### src/rtl/pipe_stage_reg.sv
// Pipeline stage boundary register with valid/ready handshake, optional
// two-entry skid buffer, synchronous flush and a saturating stall counter.
//
// state      | meaning
// -----------+-------------------------------------------------------------
// ST_EMPTY   | nothing held, out_valid_o low, upstream may send
// ST_FULL    | main register holds the entry presented downstream
// ST_SKIDDED | main plus skid held (SKID=1 only), upstream is blocked
module pipe_stage_reg #(
   parameter int DATA_W = 96,
   parameter int CTRL_W = 8,
   parameter int SKID   = 1,
   parameter int CNT_W  = 16
) (
   input  logic              clk_i,
   input  logic              rst_n_i,
   input  logic              flush_i,
   input  logic              in_valid_i,
   output logic              in_ready_o,
   input  logic [CTRL_W-1:0] in_ctrl_i,
   input  logic [DATA_W-1:0] in_data_i,
   output logic              out_valid_o,
   input  logic              out_ready_i,
   output logic [CTRL_W-1:0] out_ctrl_o,
   output logic [DATA_W-1:0] out_data_o,
   output logic [CNT_W-1:0]  stall_cnt_o,
   input  logic              stall_cnt_clr_i
);

   typedef enum logic [1:0] {
      ST_EMPTY   = 2'd0,
      ST_FULL    = 2'd1,
      ST_SKIDDED = 2'd2
   } state_t;

   state_t              r_state;
   state_t              w_state_nxt;
   logic [CTRL_W-1:0]   r_main_ctrl;
   logic [DATA_W-1:0]   r_main_data;
   logic [CTRL_W-1:0]   r_skid_ctrl;
   logic [DATA_W-1:0]   r_skid_data;
   logic                r_in_ready;
   logic [CNT_W-1:0]    r_stall_cnt;

   logic                w_accept;
   logic                w_drain;
   logic                w_load_main_in;
   logic                w_load_main_skid;
   logic                w_load_skid;
   logic                w_in_ready_nxt;
   logic                w_stall;
   logic                w_cnt_sat;

   assign out_valid_o = (r_state != ST_EMPTY);
   // With the skid buffer upstream ready comes straight from a flop, which
   // breaks the combinational ready path through this stage.
   assign in_ready_o  = (SKID != 0) ? r_in_ready : (!out_valid_o | out_ready_i);
   assign w_accept    = in_valid_i & in_ready_o;
   assign w_drain     = out_valid_o & out_ready_i;

   // Bubbles must never carry live control bits such as RegWrite/MemWrite.
   assign out_ctrl_o  = r_main_ctrl & {CTRL_W{out_valid_o}};
   assign out_data_o  = r_main_data;
   assign stall_cnt_o = r_stall_cnt;

   assign w_stall     = out_valid_o & !out_ready_i;
   assign w_cnt_sat   = (r_stall_cnt == {CNT_W{1'b1}});

   // Next state and register load enables; flush overrides everything.
   always_comb begin
      w_state_nxt      = r_state;
      w_load_main_in   = 1'b0;
      w_load_main_skid = 1'b0;
      w_load_skid      = 1'b0;
      case (r_state)
         ST_EMPTY: begin
            if (w_accept) begin
               w_load_main_in = 1'b1;
               w_state_nxt    = ST_FULL;
            end
         end
         ST_FULL: begin
            if (w_accept && w_drain) begin
               w_load_main_in = 1'b1;
            end else if (w_accept) begin
               // Only reachable with the skid buffer: the combinational ready
               // of the single-entry variant forbids accept without drain here.
               if (SKID != 0) begin
                  w_load_skid = 1'b1;
                  w_state_nxt = ST_SKIDDED;
               end else begin
                  w_load_main_in = 1'b1;
               end
            end else if (w_drain) begin
               w_state_nxt = ST_EMPTY;
            end
         end
         ST_SKIDDED: begin
            if (w_drain) begin
               w_load_main_skid = 1'b1;
               w_state_nxt      = ST_FULL;
            end
         end
         default: begin
            w_state_nxt = ST_EMPTY;
         end
      endcase
      // Handshakes in the flush cycle still complete, but whatever was taken
      // is dropped and the data registers keep their previous contents.
      if (flush_i) begin
         w_state_nxt      = ST_EMPTY;
         w_load_main_in   = 1'b0;
         w_load_main_skid = 1'b0;
         w_load_skid      = 1'b0;
      end
      w_in_ready_nxt = (w_state_nxt != ST_SKIDDED);
   end

   // State register and registered upstream ready.
   always_ff @(posedge clk_i or negedge rst_n_i) begin
      if (!rst_n_i) begin
         r_state    <= ST_EMPTY;
         r_in_ready <= 1'b1;
      end else begin
         r_state    <= w_state_nxt;
         r_in_ready <= w_in_ready_nxt;
      end
   end

   // Main register: loaded from upstream or promoted from the skid entry.
   always_ff @(posedge clk_i or negedge rst_n_i) begin
      if (!rst_n_i) begin
         r_main_ctrl <= '0;
         r_main_data <= '0;
      end else if (w_load_main_in) begin
         r_main_ctrl <= in_ctrl_i;
         r_main_data <= in_data_i;
      end else if (w_load_main_skid) begin
         r_main_ctrl <= r_skid_ctrl;
         r_main_data <= r_skid_data;
      end
   end

   // Skid register catches the entry accepted in the cycle ready dropped.
   always_ff @(posedge clk_i or negedge rst_n_i) begin
      if (!rst_n_i) begin
         r_skid_ctrl <= '0;
         r_skid_data <= '0;
      end else if (w_load_skid) begin
         r_skid_ctrl <= in_ctrl_i;
         r_skid_data <= in_data_i;
      end
   end

   // Saturating stall counter; clear wins over increment, flush is ignored.
   always_ff @(posedge clk_i or negedge rst_n_i) begin
      if (!rst_n_i) begin
         r_stall_cnt <= '0;
      end else if (stall_cnt_clr_i) begin
         r_stall_cnt <= '0;
      end else if (w_stall && !w_cnt_sat) begin
         r_stall_cnt <= r_stall_cnt + {{(CNT_W-1){1'b0}}, 1'b1};
      end
   end

endmodule

### config.mk
export PLATFORM = sky130hd
export DESIGN_NAME = pipe_stage_reg
export DESIGN_NICKNAME = d
export VERILOG_FILES = /design/src/rtl/pipe_stage_reg.sv
export SDC_FILE = /design/constraint.sdc
export NUM_CORES = 1
export LEC_CHECK = 0
export CORE_MARGIN = 2
export CORE_UTILIZATION = 45
export DETAILED_ROUTE_END_ITERATION = 16
export MAX_ROUTING_LAYER = met4
export PLACE_DENSITY = 0.75
export REMOVE_ABC_BUFFERS = 1
export SLEW_MARGIN = 10
export SYNTH_ARGS = -nofsm -noshare
export SYNTH_HDL_FRONTEND = slang
export SYNTH_SLANG_ARGS = --single-unit
### constraint.sdc
create_clock -name clk_i -period 1.9 [get_ports clk_i]
set_input_delay 0.285 -clock clk_i [delete_from_list [all_inputs] [get_ports clk_i]]
set_output_delay 0.285 -clock clk_i [all_outputs]
set_load 0.03 [all_outputs]
# Word level (Yosys, flattened, before mapping)
# Cells that the tools add are included.
dict set report word_totals {
  register_bits 227
  output_inout_bits 122
  wordCells 47
}
dict set report op_classes {
  n_addsub 1
  eq_ne 4
  muxes 23
  bitwise 4
  reduce_logical 8
}
# operator n
set ops {}
lappend ops {{$mux 96} 2}
lappend ops {{$mux 16} 2}
lappend ops {{$add 16x1->16 const B} 1}
lappend ops {{$eq 16x16->1 const B} 1}
lappend ops {{$mux 8} 2}
lappend ops {{$mux 2} 6}
lappend ops {{$mux 1} 9}
lappend ops {{$and 8x8->8} 1}
lappend ops {{$pmux 2 s3} 1}
lappend ops {{$reduce_bool 2->1} 3}
lappend ops {{$and 1x1->1} 3}
lappend ops {{$eq 2x1->1 const B} 1}
lappend ops {{$eq 2x2->1 const B} 1}
lappend ops {{$logic_and 1x1->1} 2}
lappend ops {{$logic_not 1->1} 2}
lappend ops {{$logic_not 2->1} 1}
lappend ops {{$ne 2x2->1 const B} 1}
lappend ops {{$pmux 1 s2} 1}

# Depth between registers and ports, before layout
dict set report logic_depth {
  ltp_word 8
  ltp_mapped 8
  depth_no_buf 5
}

# Worst setup path before layout
# OpenSTA, ideal clock, no wires.
dict set report synth_path {
  kind {register to register}
  from {reg r_stall_cnt[0], in the netlist stall_cnt_o[0]}
  to {reg r_stall_cnt[1], in the netlist stall_cnt_o[1]}
  setup_ns 0.119
  arrival_ns 2.035
  t_required_ns 1.781
  path_slack_ns -0.254
  path_stages_with_launch 8
  path_buffers 2
  synth_period_minus_slack_ns 2.154
  cell_sequence {dfrtp_1 > ha_1 > nand4_1 > nor4_1 > clkbuf_1 > buf_2 > nor3b_1 > o21ba_1}
}
dict set report synth_via {
  elab_chain_cells 4
  word_cells_on_any_way 7
}
# item line
set synth_rtl {}
lappend synth_rtl {{start: declaration} 43} ;# logic [CNT_W-1:0] r_stall_cnt;
lappend synth_rtl {{start signal: assignment} 162} ;# r_stall_cnt <= r_stall_cnt + {{(CNT_W-1){1'b0}}, 1'b1};
lappend synth_rtl {{branches (longest 4 deep; another with $add 16x1->16)} n/a}
# Several ways; the timed one is not identified. The select of a mux whose other input is x is not followed.
# A chain may end at the register's enable or synchronous reset.

# Final worst setup path
dict set report layout_path {
  from {reg r_state[1]}
  to {reg r_stall_cnt[13], in the netlist stall_cnt_o[13]}
}
dict set report layout_via {
  elab_chain_cells 4
}
# item line
set layout_rtl {}
lappend layout_rtl {{start: declaration} 36} ;# state_t r_state;
lappend layout_rtl {{start signal: assignment} 125} ;# r_state <= w_state_nxt;
lappend layout_rtl {{$reduce_bool 2->1} 54} ;# assign out_valid_o = (r_state != ST_EMPTY);
lappend layout_rtl {{$and 1x1->1} 66} ;# assign w_stall = out_valid_o & !out_ready_i;
lappend layout_rtl {{$logic_and 1x1->1} 161} ;# end else if (w_stall && !w_cnt_sat) begin
lappend layout_rtl {{$reduce_bool 2->1 (no line)} n/a}
# Every way passes these cells.

==> impl_metrics.yaml <==
critical_path:
  crit_path_max_fanout: 8
  cp_cell_sequence: "buf_4 > o21bai_4 > or4_4 > or4_1 > a21oi_1"
  cp-endpoint: "stall_cnt_o[13]$_DFFE_PN0P_"
  crit_arrival_ns: 2.37
  cp_slowest_cell: "or4_4"
  r2r-end: "stall_cnt_o[13]$_DFFE_PN0P_"
  r2r.worst_path.cells: 5
  critical-path-max-stage-delay_ns: 0.57
  worstSetupStartpointType: "register"
  startpoint: "r_state[1]$_DFF_PN0_"
  critPathRequiredTime_ns: 2.32
  path_class: "reg2reg"
  r2r_setup_slack_ns: -0.05
  r2r_start: "r_state[1]$_DFF_PN0_"
  critPathCaptureType: "register"
timing:
  fin_crit_sh: 1.03
  period_needed_ns: 1.95
  clock_skew_ns: 0.00897
  slew_viol_final: 0
  max_slew_margin: 0.651
  finalHoldViolCount: 0
  rsz0062_at_grt: "true"
  setup_slack_ns: -0.0532
  fin_setup_tns_ns: -0.0595
  worst_pin_slew_ns: 0.520
  fmax_mhz: 512
  setup_viol_count_final: 2
floorplanning:
  num_io_pins: 232
  dieArea_mm2: 0.0219
  start_util: 0.459
  num_rows: 52
  die_y_um: 148
  core_area_mm2: 0.0203
  dieWidth_um: 148
yosys:
  yosysTopAreaCellShare: 0.607
  synth_top_area_cell: "dfrtp_1"
  synth-edff-count: 0
  synth-seq-area-share: 0.610
  synth_ff_type: "dfrtp_1"
  syn_avg_cell_area_um2: 11.6
  synthAdderAreaFrac: 0.00134
  syn_area_mm2: 0.00931
  ys_top_cells_by_count: "dfrtp_1, nand2_1, a22oi_1"
  yosys-top-cells-area: "dfrtp_1, nand2_1, a22oi_1"
  yosys_warnings: 0
  synth_cell_types: 35
  synth.most_common_cell: "dfrtp_1"
  synth_compound_area_frac: 0.104
  ys_ff_latch: 227
  synthCells: 804
  muxShareOfSynthArea: 0.133
  synthArstFlopShare: 1.00
  synthSimpleGateAreaFrac: 0.126
  synth_top_family_by_area: "multiplexers"
  synth-xor-area-share: 0
clock_tree:
  cts_tree: "yes"
  insertion_delay_ns: 0.51
  cts_root_buf: "clkbuf_16"
  h-tree-depth: 1
  cts_buffers: 25
  clockBufferDepth: 3
  clk_pin_slew_ns: 0.06
  cts.sinks: 227
cells_and_area:
  synthToLayoutAreaGrowth_pct: 45.0
  ff_latch_area_mm2: 0.00568
  multiInputGateArea_mm2: 0.00357
  fin_nets: 1193
  nFillCells: 1586
  drive_gt1_frac: 0.182
  stdcell_area_mm2: 0.0135
drt:
  viasPerCell: 5.29
  wl_per_cell_um: 17.9
  drc: 0
  vias: 7254
  drt_wl_total_um: 24500
  ant_nets: 0
  firstDrtPassIters: 5
  dr.first_iter.drc_count: 301
outcome:
  violations: "negative setup slack"
  outcome: "finished, violations left"
global_routing:
  overflow: 0
  grt_use_total: 0.225
  antenna_found_initial: 1
  grt_pass1_vias: 7723
  grt_pass1_wl_um: 39200
  grt_max_degree: 55
placed_design:
  pre_cts_slack_ns: -0.393
  dpl_cell_area_mm2: 0.0124
  numPortBuffers: 231
  dpl.hpwl_um: 15900
  globalplace.congestion: 0.831
hold_path:
  hp-class: "in2async"
pwr:
  ir_drop_uv: 800
  power.density_mw_per_mm2: 1060
  p_leak_nw: 6.37
flow_run:
  cap_violations: 0
[how the worst min path moves through the flow]
stage,from,end,slack [ns]
after floorplan,rst_n_i,out_data_o[0]$_DFFE_PN0P_,-0.01
after global placement,rst_n_i,r_skid_data[87]$_DFFE_PN0P_,0.24
after detailed placement,rst_n_i,r_skid_data[93]$_DFFE_PN0P_,0.24
after CTS,rst_n_i,out_data_o[81]$_DFFE_PN0P_,0.31
after global routing,rst_n_i,out_data_o[81]$_DFFE_PN0P_,0.32
final,rst_n_i,out_data_o[59]$_DFFE_PN0P_,0.31
[critical path, delay by kind of cell, from the launching register on]
family,cells,cell delay [ns]
flip-flops,1,0.37
AO/OA/AOI/OAI,2,0.26
AND/OR/NAND/NOR,2,1.10
buffers and inverters,1,0.13
[sequential cells by signal, summed over array words and instances (netlist names)]
name	flops
r_skid_ctrl	8
stall_cnt_o	16
r_main_ctrl	8
out_data_o	96
r_state	2
in_ready_o	1
r_skid_data	96
[cell families after synthesis]
logic type,count (synthesis)
fa+ha+maj,1
compound gates,130
mux,110
buf+inv,60
simple gates,276
flops,227
[report_power, final]
| group | total, mW | internal [mW] | switching, mW | leakage [nW] |
|---|---|---|---|---|
| combinational | 3.38 | 1.61 | 1.77 | 3.16 |
| clock | 4.49 | 2.64 | 1.85 | 0.383 |
| sequential | 6.50 | 5.93 | 0.567 | 2.83 |
[layout make-up]
type                            instances  share of cell area
Sequential cell                       227               0.421
Multi-Input combinational cell        518               0.265
Timing Repair Buffer                  303               0.231
Clock buffer                           38              0.0544
Tap cell                              270              0.0250
Clock inverter                          6             0.00222
Inverter                                7             0.00195
Antenna cell                            1            0.000185
[timing repair]
action | in CTS | in global routing
buffers inserted | 3 | 5
gates resized for setup | 29 | 35
gates cloned | 0 | 6
endpoints found under the setup margin | 137 | 135
hold buffers | 1 | 0
hold endpoints to repair | 45 | 0
pin swaps | 1 | 4
[metal layers]
layer,share of wire,up-vias,track usage
met4,0.015,0,0.0414
li1,-,3374,-
met5,0,-,-
met2,0.50,207,0.372
met1,0.41,3641,0.282
met3,0.080,32,0.0642
[layout by cell type (no fill, tap or decap), drive strengths merged, types with 2 or more instances in the layout]
cell           instances
a21oi                 10
a22oi                104
buf                   76
clkbuf                43
clkdlybuf4s50        196
clkinv                 6
dfrtp                226
dlygate4sd2           18
dlymetal6s2s           7
inv                    7
mux2                 109
nand2                216
nand3                  6
nand4                  4
nor2                  12
nor2b                 13
nor3b                  2
nor4                   4
nor4bb                 2
o21a                   3
o31ai                  7
or2                    2
or3                    2
or4                   10
[stage by stage]
| step | hold slack [ns] | total power, mW | util | cells |
|---|---|---|---|---|
| 6_report | 0.314 | 14.4 | 0.665 | 1370 |
| 3_3_place_gp | 0.244 | 9.79 | 0.611 | 1310 |
| 5_1_grt | 0.319 | 15.1 | 0.665 | 1370 |
| 2_1_floorplan | -0.0106 | 8.31 | - | 751 |
| 4_1_cts | 0.307 | 14.5 | 0.651 | 1358 |
| 3_5_place_dp | 0.244 | 9.93 | 0.611 | 1310 |
(Power assumes the default switching activity.)
